===== src/rtl/sram_req_arbiter.sv =====
// Arbitrates instruction-fetch and data sram-like ports onto one sram-like master port.
// Data has priority, with a starvation limit for fetch; a routing FIFO steers responses back.
//
// owner    | meaning
// ---------+--------------------------------------------------------------
// OWN_NONE | unlocked: winner picked combinationally, 0-cycle grant
// OWN_INST | fetch request presented, waiting for m_addr_ok
// OWN_DATA | data request presented, waiting for m_addr_ok
module sram_req_arbiter #(
  parameter int MAX_OUTST    = 2,
  parameter int STARVE_LIMIT = 4
) (
  input  logic        clk,
  input  logic        resetn,
  input  logic        inst_req,
  input  logic        inst_wr,
  input  logic [1:0]  inst_size,
  input  logic [31:0] inst_addr,
  input  logic [31:0] inst_wdata,
  output logic [31:0] inst_rdata,
  output logic        inst_addr_ok,
  output logic        inst_data_ok,
  input  logic        data_req,
  input  logic        data_wr,
  input  logic [1:0]  data_size,
  input  logic [31:0] data_addr,
  input  logic [31:0] data_wdata,
  output logic [31:0] data_rdata,
  output logic        data_addr_ok,
  output logic        data_data_ok,
  output logic        m_req,
  output logic        m_wr,
  output logic [1:0]  m_size,
  output logic [31:0] m_addr,
  output logic [31:0] m_wdata,
  input  logic [31:0] m_rdata,
  input  logic        m_addr_ok,
  input  logic        m_data_ok,
  output logic        err_unexp
);

  localparam int CW = $clog2(MAX_OUTST) + 1;
  localparam int PW = (MAX_OUTST > 1) ? $clog2(MAX_OUTST) : 1;
  localparam int SW = $clog2(STARVE_LIMIT + 1);

  typedef enum logic [1:0] {OWN_NONE, OWN_INST, OWN_DATA} owner_t;

  owner_t              owner, owner_nxt, sel, winner;
  logic [MAX_OUTST-1:0] route_is_inst;
  logic [PW-1:0]       wr_ptr, rd_ptr;
  logic [CW-1:0]       count;
  logic [SW-1:0]       starve_cnt;
  logic                full, empty, accept, push, pop;

  function automatic logic [PW-1:0] ptr_inc(input logic [PW-1:0] p);
    return (p == PW'(MAX_OUTST - 1)) ? '0 : p + 1'b1;
  endfunction

  assign full  = (count == CW'(MAX_OUTST));
  assign empty = (count == '0);

  always_comb begin
    winner = OWN_NONE;
    if (inst_req && (starve_cnt == SW'(STARVE_LIMIT)))
      winner = OWN_INST;
    else if (data_req)
      winner = OWN_DATA;
    else if (inst_req)
      winner = OWN_INST;
  end

  // A locked owner keeps the port; otherwise the fresh winner is granted in the same cycle.
  always_comb begin
    sel = owner;
    if (owner == OWN_NONE)
      sel = full ? OWN_NONE : winner;
  end

  always_ff @(posedge clk or negedge resetn) begin
    if (!resetn) owner <= OWN_NONE;
    else         owner <= owner_nxt;
  end

  // Lock only while a presented request waits; after an accept the next cycle re-arbitrates,
  // which keeps back-to-back accepts possible with registered starvation state.
  always_comb begin
    owner_nxt = OWN_NONE;
    if (m_req && !m_addr_ok)
      owner_nxt = sel;
  end

  always_comb begin
    m_req  = 1'b0;
    m_wr   = data_wr;
    m_size = data_size;
    m_addr = data_addr;
    m_wdata = data_wdata;
    if (sel == OWN_INST) begin
      m_req   = inst_req;
      m_wr    = inst_wr;
      m_size  = inst_size;
      m_addr  = inst_addr;
      m_wdata = inst_wdata;
    end else if (sel == OWN_DATA) begin
      m_req = data_req;
    end
    // Outputs must read zero while reset is held, even with requests still asserted.
    m_req = m_req && resetn;
  end

  assign accept       = m_req && m_addr_ok;
  assign push         = accept;
  assign pop          = m_data_ok && !empty;
  assign inst_addr_ok = accept && (sel == OWN_INST);
  assign data_addr_ok = accept && (sel == OWN_DATA);
  assign inst_data_ok = pop && route_is_inst[rd_ptr];
  assign data_data_ok = pop && !route_is_inst[rd_ptr];
  assign inst_rdata   = m_rdata;
  assign data_rdata   = m_rdata;

  always_ff @(posedge clk or negedge resetn) begin
    if (!resetn) begin
      route_is_inst <= '0;
      wr_ptr        <= '0;
      rd_ptr        <= '0;
      count         <= '0;
    end else begin
      if (push) begin
        route_is_inst[wr_ptr] <= (sel == OWN_INST);
        wr_ptr                <= ptr_inc(wr_ptr);
      end
      if (pop)
        rd_ptr <= ptr_inc(rd_ptr);
      if (push && !pop)
        count <= count + 1'b1;
      else if (pop && !push)
        count <= count - 1'b1;
    end
  end

  always_ff @(posedge clk or negedge resetn) begin
    if (!resetn)
      err_unexp <= 1'b0;
    else if (m_data_ok && empty)
      err_unexp <= 1'b1;
  end

  always_ff @(posedge clk or negedge resetn) begin
    if (!resetn)
      starve_cnt <= '0;
    else if (inst_addr_ok || !inst_req)
      starve_cnt <= '0;
    else if (data_addr_ok && (starve_cnt != SW'(STARVE_LIMIT)))
      starve_cnt <= starve_cnt + 1'b1;
  end

endmodule


===== config.mk =====
export PLATFORM = sky130hd
export DESIGN_NAME = sram_req_arbiter
export DESIGN_NICKNAME = d
export VERILOG_FILES = /design/src/rtl/sram_req_arbiter.sv
export SDC_FILE = /design/constraint.sdc
export NUM_CORES = 1
export LEC_CHECK = 0
export ABC_AREA = 1
export CAP_MARGIN = 10
export CORE_AREA = 2 2 119 121
export DETAILED_ROUTE_END_ITERATION = 8
export DIE_AREA = 0 0 121 123
export MAX_ROUTING_LAYER = met4
export PLACE_DENSITY_LB_ADDON = 0.05
export SKIP_CTS_REPAIR_TIMING = 1
export SYNTH_ARGS = -nofsm -noshare
export SYNTH_HDL_FRONTEND = slang
export SYNTH_SLANG_ARGS = --single-unit

===== constraint.sdc =====
create_clock -name clk -period 5.37 [get_ports clk]
set_clock_uncertainty 0.2 [all_clocks]
set_input_delay 0.8055 -clock clk [delete_from_list [all_inputs] [get_ports clk]]
set_output_delay 0.8055 -clock clk [all_outputs]
set_load 0.02 [all_outputs]

Yosys cells after proc, flatten, opt, wreduce, memory -nomap -nowiden:

Cells that the tools add are included.

* add/subtract/negate cells: 5
* $lt $le $gt $ge: 3
* eq/ne operators: 5
* multiplexer cells: 23
* reductions and logical operators: 25

Operator list (number)
* 32-bit 2-to-1 mux: 2
* 2-bit 2-to-1 mux: 8
* 1-bit logical AND: 14
* 1-bit 2-to-1 mux: 9
* 1-bit zero test: 6
* 3-bit 2-to-1 mux: 2
* 2-bit equality test, second input constant: 2
* 2-bit zero test: 2
* 1-bit by 2-bit < comparator with 1-bit output, second input constant: 2
* 2-bit nonzero test: 2
* 3-bit by 1-bit adder with 3-bit output, second input constant: 1
* 3-bit equality test, second input constant: 1
* 3-bit != test, second input constant: 1
* 1-bit adder, second input constant: 2
* 2-bit by 1-bit adder with 2-bit output, second input constant: 1
* 2-bit bitwise mux: 1
* 2-bit by 1-bit equality test with 1-bit output, second input constant: 1
* 2-bit by 1-bit subtractor with 2-bit output, second input constant: 1
* 1-bit demux with 1-bit select: 1
* 1-bit greater-or-equal comparator, second input constant: 1
* 1-bit logical OR: 1

* register bits after elaboration: 12
* input bits: 172
* output and inout port bits: 137
* logic and storage cells: 68

Logic depth before layout (Yosys ltp):

Gate-level depths: netlist of run 1.

* depth after elaboration: 14
* depth in mapped cells: 15
* mapped depth without buffers: 15

Worst setup path after synthesis of run 1:

OpenSTA, ideal clock, no wires.

* kind: input to output
* start point: input inst_req
* end point: output m_addr[5]
* arrival: 1725 ps
* data required time: 4365 ps
* slack: 2640 ps
* cell stages on the path: 9
* buffers on the path: 2
* cells stage by stage: inv_1 -> nor2_2 -> o21bai_2 -> nor2_4 -> inv_2 -> buf_4 -> buf_6 -> nand2_1 -> nand2_1

* cells in the longest elaborated chain, start to end: 7
* elaborated cells between the ends (all ways): 8
* those cells by class: 1 x eq/ne; 6 x mux; 1 x reduce/logical

Ends and longest elaborated chain
* start: declaration: RTL line 15 `input logic inst_req,`
* 1-bit 2-to-1 mux: RTL line 68 `else if (inst_req)`
* 2-bit 2-to-1 mux: RTL line 66 `else if (data_req)`
* 2-bit 2-to-1 mux (*): RTL line 64 `if (inst_req && (starve_cnt == SW'(STARVE_LIMIT)))`
* 2-bit 2-to-1 mux (*): RTL line 76 `sel = full ? OWN_NONE : winner;`
* 2-bit 2-to-1 mux (*): RTL line 75 `if (owner == OWN_NONE)`
* 2-bit by 1-bit equality test with 1-bit output (*): RTL line 98 `if (sel == OWN_INST) begin`
* 32-bit 2-to-1 mux (*): RTL line 98
* end: declaration: RTL line 34 `output logic [31:0] m_addr,`

Every way passes the cells marked *; elsewhere a longest branch is shown, timed or not.

Final worst setup path of run 1:

* start point: input inst_req
* end point: output inst_addr_ok

* cells in the longest elaborated chain, start to end: 11
* elaborated cells between the ends (all ways): 13
* those cells by class: 2 x eq/ne; 7 x mux; 4 x reduce/logical

Ends and longest elaborated chain
* 1-bit 2-to-1 mux: RTL line 68
* 2-bit 2-to-1 mux: RTL line 66
* 2-bit 2-to-1 mux: RTL line 64
* 2-bit 2-to-1 mux: RTL line 76
* 2-bit 2-to-1 mux: RTL line 75
* 2-bit equality test: RTL line 104 `end else if (sel == OWN_DATA) begin`
* 1-bit 2-to-1 mux: RTL line 104
* 1-bit 2-to-1 mux: RTL line 98
* 1-bit logical AND: RTL line 108 `m_req = m_req && resetn;`
* 1-bit logical AND: RTL line 111 `assign accept = m_req && m_addr_ok;`
* 1-bit logical AND (*): RTL line 114 `assign inst_addr_ok = accept && (sel == OWN_INST);`
* end: declaration: RTL line 21 `output logic inst_addr_ok,`

Marks and branches as above.

==> results of run 1 <==
==> sequential cells by signal (all words and copies together) (netlist names) <==
name and cells:
rd_ptr 1, owner 2, err_unexp 1, wr_ptr 1
count 2, route_is_inst 2, starve_cnt 3
==> cell usage in the layout, fill, tap and decap left out, types with 2 or more instances in the layout <==
master           instances
nor2_4                   2
xnor2_1                  2
nand2_2                  4
clkdlybuf4s50_1        212
ha_1                     3
buf_4                    3
nor2_2                   3
clkbuf_16                3
o21ai_0                  3
inv_2                    4
nand2_1                214
nor2_1                   9
inv_1                   13
xor2_1                   2
dfrtp_1                 12
nand3_1                 10
o21ai_1                  3
nand4_1                  3
==> worst max path at each step <==
stage          cells after the start  slack [ns]            to     start
4_1_cts                            9        0.93  inst_addr_ok  inst_req
6_report                           9        1.06  inst_addr_ok  inst_req
3_5_place_dp                       9        0.94  inst_addr_ok  inst_req
2_1_floorplan                      9        2.64     m_addr[5]  inst_req
5_1_grt                            9        0.78  inst_addr_ok  inst_req
3_3_place_gp                       9        0.97  inst_addr_ok  inst_req
==> synth_stat cells <==
cell type	n	share of area [%]
buf_6	2	1.1
xnor2_1	2	0.86
nand3_2	1	0.49
nor2_1	9	1.6
inv_1	13	2.4
a21oi_1	1	0.24
buf_2	6	1.5
nand3_1	10	2.4
dfrtp_1	12	15
o21ai_1	3	0.73
a31o_2	1	0.43
o21ai_0	3	0.73
inv_2	4	0.73
nand2_2	4	1.2
buf_4	69	25
nor2_2	3	0.92
nor2_4	2	1.1
xor2_1	2	0.86
clkbuf_1	1	0.18
nand2_1	214	39
ha_1	3	1.8
o21bai_2	1	0.55
nand4_1	3	0.92
==> per-stage QoR <==
step                      setup WS [ns]  hold WS (ns)  utilization, %  cells
final                             1.056        0.2616           28.79    689
after global routing             0.7787        0.2909           28.79    689
after CTS                        0.9331        0.2691           28.79    689
after detailed placement         0.9420        0.2598           28.24    686
after global placement           0.9691        0.2562           28.24    686
after floorplan                   2.640        0.2419               -    369
==> final cells by class <==
cell class	instances	area share [%]
inverters	17	1.628
flip-flops and latches	12	7.663
repair buffers	215	54.73
well taps	180	5.747
multi-input cells	262	28.32
clock buffers	3	1.916
==> power by group through the flow <==
stage	clock network [mW]	registers (mW)	logic [mW]
3_3_place_gp	0	0.131	0.709
4_1_cts	0.134	0.130	0.709
6_report	0.130	0.130	0.692
2_1_floorplan	0	0.128	0.426
5_1_grt	0.142	0.133	0.758
3_5_place_dp	0	0.131	0.704
==> logic make-up (layout without fill, tap and decap cells) <==
group / after synthesis / after routing
DFF: 12 / 12
adders and majority gates: 3 / 3
xor gates and xnor gates: 4 / 4
buffers and inverters: 95 / 235
and+or+nand+nor: 246 / 246
AOI/OAI and AO/OA: 9 / 9
==> per-layer routing <==
layer  vias to the layer above  track usage (%)
met5                         -                -
met4                         0            1.672
met3                        12            3.828
met2                       163            18.36
met1                      1026            12.84
li1                       1325                -
==> reports/qor.txt, run 1 <==
HPWL Detailed -> 7.249 mm
PortBufs -> 212
Vias in the first global route -> 2399
Worst path required time -> 4.36 ns
Critical Path Start Type -> input port
GPL Wtd Cong -> 0.6851
Top-level I/O count -> 309
Post-route setup TNS -> 0 ns
Routed length on met1 -> 3.431 mm
Layout overhead on the synthesized area -> 91.33%
Starting Density -> 15.05%
Horiz. Die Dim -> 121 µm
GRT Resource Usage Total -> 10.92%
Pwr/cell area -> 242.9 mW/mm²
WHS Path Cells -> 1
WL met3 -> 1.131 mm
Clock Sinks -> 12
Core Region -> 0.01361 mm²
R2R cell count -> 14
Max-slew violation count -> 0
Hold Crit Start -> err_unexp$_DFFE_PN0P_
Post-synthesis adder-cell area fraction -> 1.833%
Rel. slew slack -> 51.63%
Worst path bufs/invs -> 5
Post-synthesis xor/xnor area fraction -> 1.710%
DR iter-0 viols -> 79
Rows -> 43
Vias -> 2526
Worst path cell trace -> clkdlybuf4s50_1, inv_1, nor2_2, o21bai_2, nor2_4, buf_4, nand4_1, inv_1, clkdlybuf4s50_1
Synthesized area -> 0.002048 mm²
Design Area, Final -> 0.003919 mm²
Status -> completed
Main combinational cell family by area after synthesis -> simple AND/OR/NAND/NOR gates
P_int -> 0.5423 mW
CP arrival -> 3.31 ns
# H-tree levels -> 1
Psw -> 0.4095 mW
CTS tree -> done
Tot Pwr -> 0.9518 mW
Max stage delay on crit path -> 0.60 ns
Sequential area share after synthesis -> 14.66%
Antenna-violating nets left -> 0
Comb pwr share -> 72.7%
WHS Endpoint -> err_unexp$_DFFE_PN0P_
First-pass GRT wire length -> 12.59 mm
R2R Setup Slk -> 2.76 ns
Worst-Skew Late Latency -> 0.23 ns
Clk root buf -> clkbuf_16
P_leak -> 1.849 nW
Final period util -> 80.33%
Initial antenna violation count -> 0
Seq pwr share -> 13.6%
# setup viols final -> 0
Top Metal Used -> met4
Mux share of post-synthesis cell area -> 0%
Min cycle time layout -> 4.314 ns
Worst setup path category -> input port to primary output
Area of the multi-input gates -> 0.001110 mm²
CP Capture Type -> primary output
CP top delay family -> buffers and inverters
Share of cells above drive strength 1 -> 4.322%
Syn avg cell area -> 5.551 µm²
Routed vias/inst -> 3.666
Yosys cell types -> 23
RR Startpoint -> starve_cnt[0]$_DFFE_PN0P_
Mapped Nets -> 544
Max-Cap Viols -> 0
Worst vdd ir -> 0.1382 mV
Yosys warnings -> 0
Synth Register Bits -> 12
Routed wl met2 -> 4.272 mm
RSZ-0062 raised after global routing -> false
N_diodes -> 0
Layout Nets -> 686
Compound-Gate Fraction of Synth Area -> 2.688%
Flip-flop and latch area -> 300.3 µm²
Clk pwr share -> 13.6%
Routed wire length -> 8.900 mm
CTS buffer count -> 3
Worst-path fanout max -> 68
Simple-gate share of the synthesized area -> 47.95%
CTS clk-pin slew, worst paths -> 0.04 ns
Die area -> 0.01488 mm²
Die Ht -> 123 µm
Largest net degree at the start of global routing -> 69
Worst-Margin Slew -> 0.7255 ns
Clock tree buffer depth -> 2
Filler cell count -> 1513
Sw Share -> 43.02%
Achievable Freq -> 0.2318 GHz
Gr ovfl total -> 0
CP max stage cell -> clkdlybuf4s50_1
Final hold viol count -> 0
Placed inst area -> 0.003844 mm²
DR pass1 iterations -> 4
Per-cell routed wire length -> 12.92 µm
R2r endpoint -> starve_cnt[0]$_DFFE_PN0P_
DRC -> 0
Synthesized instance count -> 369
Hold Path Class -> flip-flop to flip-flop
Note: power is estimated with default switching activity, not from simulation.
==> inputs of run 2 (changes only) <==
--- a/config.mk
+++ b/config.mk
@@ -7,9 +7,9 @@
 export LEC_CHECK = 0
 export ABC_AREA = 1
 export CAP_MARGIN = 10
-export CORE_AREA = 2 2 119 121
+export CORE_AREA = 2 2 121 123
 export DETAILED_ROUTE_END_ITERATION = 8
-export DIE_AREA = 0 0 121 123
+export DIE_AREA = 0 0 123 125
 export MAX_ROUTING_LAYER = met4
 export PLACE_DENSITY_LB_ADDON = 0.05
 export SKIP_CTS_REPAIR_TIMING = 1
==> constraint.sdc (replaced) <==
create_clock -name clk -period 4.14 [get_ports clk]
set_clock_uncertainty 0.2 [all_clocks]
set_input_delay 0.621 -clock clk [delete_from_list [all_inputs] [get_ports clk]]
set_output_delay 0.621 -clock clk [all_outputs]
set_load 0.02 [all_outputs]
==> run 2 against run 1 <==
Against the previous run:
- non-clock buffer count rose by 2
- sequential power rose by 30%
- critical endpoint is now m_addr[31]
- flip-flop and latch count stayed put
- clock power increased by 53%
- critical path type unchanged
==> reports/qor.txt, run 2 (synthesis gave the netlist of run 1 again) <==
Status -> completed
# H-tree levels -> 1
Routed wire length -> 9.364 mm
Worst path cell trace -> clkdlybuf4s50_1, nand2_1, inv_1, nor2_1, nor2_2, nor2_4, inv_2, buf_12, nand2_1, nand2_1, clkdlybuf4s50_1
Critical Path Start Type -> input port
Max-Cap Viols -> 0
GPL Wtd Cong -> 0.7948
Vias -> 2563
GRT Resource Usage Total -> 11.58%
Worst setup path category -> input port to primary output
Die area -> 0.01538 mm²
CTS tree -> done
CTS buffer count -> 3
Max stage delay on crit path -> 0.65 ns
Starting Density -> 14.42%
Largest register by flop count -> starve_cnt
DRC -> 0
# setup viols final -> 0
R2R cell count -> 15
Clock Sinks -> 12
Largest net degree at the start of global routing -> 45
Rows -> 44
CTS clk-pin slew, worst paths -> 0.04 ns
P_leak -> 1.879 nW
Most frequent cells in the layout -> nand2_1 (214), clkdlybuf4s50_1 (212), inv_1 (13), dfrtp_1 (12), nand3_1 (10)
Most frequent CP cell -> nand2_1
Die Ht -> 125 µm
Worst path required time -> 3.32 ns
Post-route setup TNS -> 0 ns
DR pass1 iterations -> 4
Worst-Skew Late Latency -> 0.24 ns
Placed insts -> 692
Design Area, Final -> 0.003990 mm²
Post-Place Worst Slack -> 0.4855 ns
Top-level I/O count -> 309
Worst vdd ir -> 0.1221 mV
Worst path bufs/invs -> 5
First-pass GRT wire length -> 13.48 mm
Antenna-violating nets left -> 0
Rel. slew slack -> 65.42%
Core Region -> 0.01420 mm²
Placed inst area -> 0.003901 mm²
Worst-Margin Slew -> 0.5132 ns
Layout Nets -> 688
Gr ovfl total -> 0
Clock tree buffer depth -> 2
Horiz. Die Dim -> 123 µm
DR iter-0 viols -> 97
Clk root buf -> clkbuf_16
Pwr/cell area -> 324.1 mW/mm²
Routed vias/inst -> 3.682
PortBufs -> 212
Vias in the first global route -> 2553
Post-route core utilization -> 28.09%
N_diodes -> 0
Filler cell count -> 1591
Worst-path fanout max -> 43
Final hold viol count -> 0
RSZ-0062 raised after global routing -> false
Max-slew violation count -> 0
CP Capture Type -> primary output
Share of cells above drive strength 1 -> 4.883%
Hold Path Class -> flip-flop to flip-flop
Flip-flop and latch area -> 300.3 µm²
Final period util -> 87.57%
Layout overhead on the synthesized area -> 94.81%
Per-cell routed wire length -> 13.45 µm
HPWL Detailed -> 7.741 mm
Min cycle time layout -> 3.625 ns
Area of the multi-input gates -> 0.001110 mm²
Initial antenna violation count -> 0
Largest register FFs -> 3
WHS Path Cells -> 1
CP arrival -> 2.80 ns
CP Depth -> 11
CP top delay family -> buffers and inverters
Achievable Freq -> 0.2758 GHz
Final Worst Setup Slack -> 0.5145 ns
Most common cell after layout, fill and taps aside -> nand2_1
CP max stage cell -> clkdlybuf4s50_1
Post-Layout Cell Count -> 696
run 2: cell types whose count changed in the layout (fill, tap and decap cells not counted), sizes merged:
cell    before  now
buf          3    5
clkbuf       3    4
run 2: worst paths after layout:
check                                         to                       from  slack [ns]
hold reg to reg            err_unexp$_DFFE_PN0P_      err_unexp$_DFFE_PN0P_        0.26
hold / removal             err_unexp$_DFFE_PN0P_      err_unexp$_DFFE_PN0P_        0.26
max in group asynchronous     wr_ptr$_DFFE_PN0N_                     resetn        2.89
min in group asynchronous     owner[1]$_DFF_PN0_                     resetn        0.41
setup reg to reg            count[1]$_DFFE_PN0P_  starve_cnt[0]$_DFFE_PN0P_        1.63
setup / recovery                      m_addr[31]                   data_req        0.51
run 2: power by group:
part | internal (mW) | switching, mW
clock | 0.146 | 0.0526
sequential | 0.147 | 0.0212
combinational | 0.447 | 0.479
total | 0.740 | 0.553
run 2: final cells by class:
class	instances	share of cell area, %
Timing Repair Buffer	217	55.06
Multi-Input combinational cell	262	27.81
Inverter	17	1.599
Clock buffer	4	2.226
Sequential cell	12	7.526
Tap cell	184	5.770
run 2: worst register-to-register path: stages, from the launching register on:
cell	delay, ns
dfrtp_1	0.36
inv_1	0.07
ha_1	0.20
nand2_2	0.12
nand2_1	0.09
inv_1	0.06
nor2_1	0.05
nor2_2	0.17
nand3_1	0.11
nand2_2	0.10
nand2_2	0.08
nor2_4	0.13
ha_1	0.27
a21oi_1	0.11
o21ai_0	0.11
xor2_1	0.15
run 2: metrics by stage:
stage               hold WS [ns]  power (mW)
floorplan                 0.1254      0.7177
global placement          0.2510       1.117
detailed placement        0.2533       1.108
CTS                       0.2637       1.320
global route              0.2937       1.407
finish                    0.2583       1.293
run 2: routing by layer:
metal	vias to the layer above	GRT usage, %	part of all wire (%)
met2	169	21.06	50
met3	20	3.193	11
met1	1044	12.65	38
li1	1330	-	-
met5	-	-	0
met4	0	1.805	1.1
==> inputs of run 3 (changes only) <==
--- a/config.mk
+++ b/config.mk
@@ -6,7 +6,6 @@
 export NUM_CORES = 1
 export LEC_CHECK = 0
 export ABC_AREA = 1
-export CAP_MARGIN = 10
 export CORE_AREA = 2 2 121 123
 export DETAILED_ROUTE_END_ITERATION = 8
 export DIE_AREA = 0 0 123 125
==> results of run 3 <==
The final DEF is identical to that of run 2; final timing and power are the same.
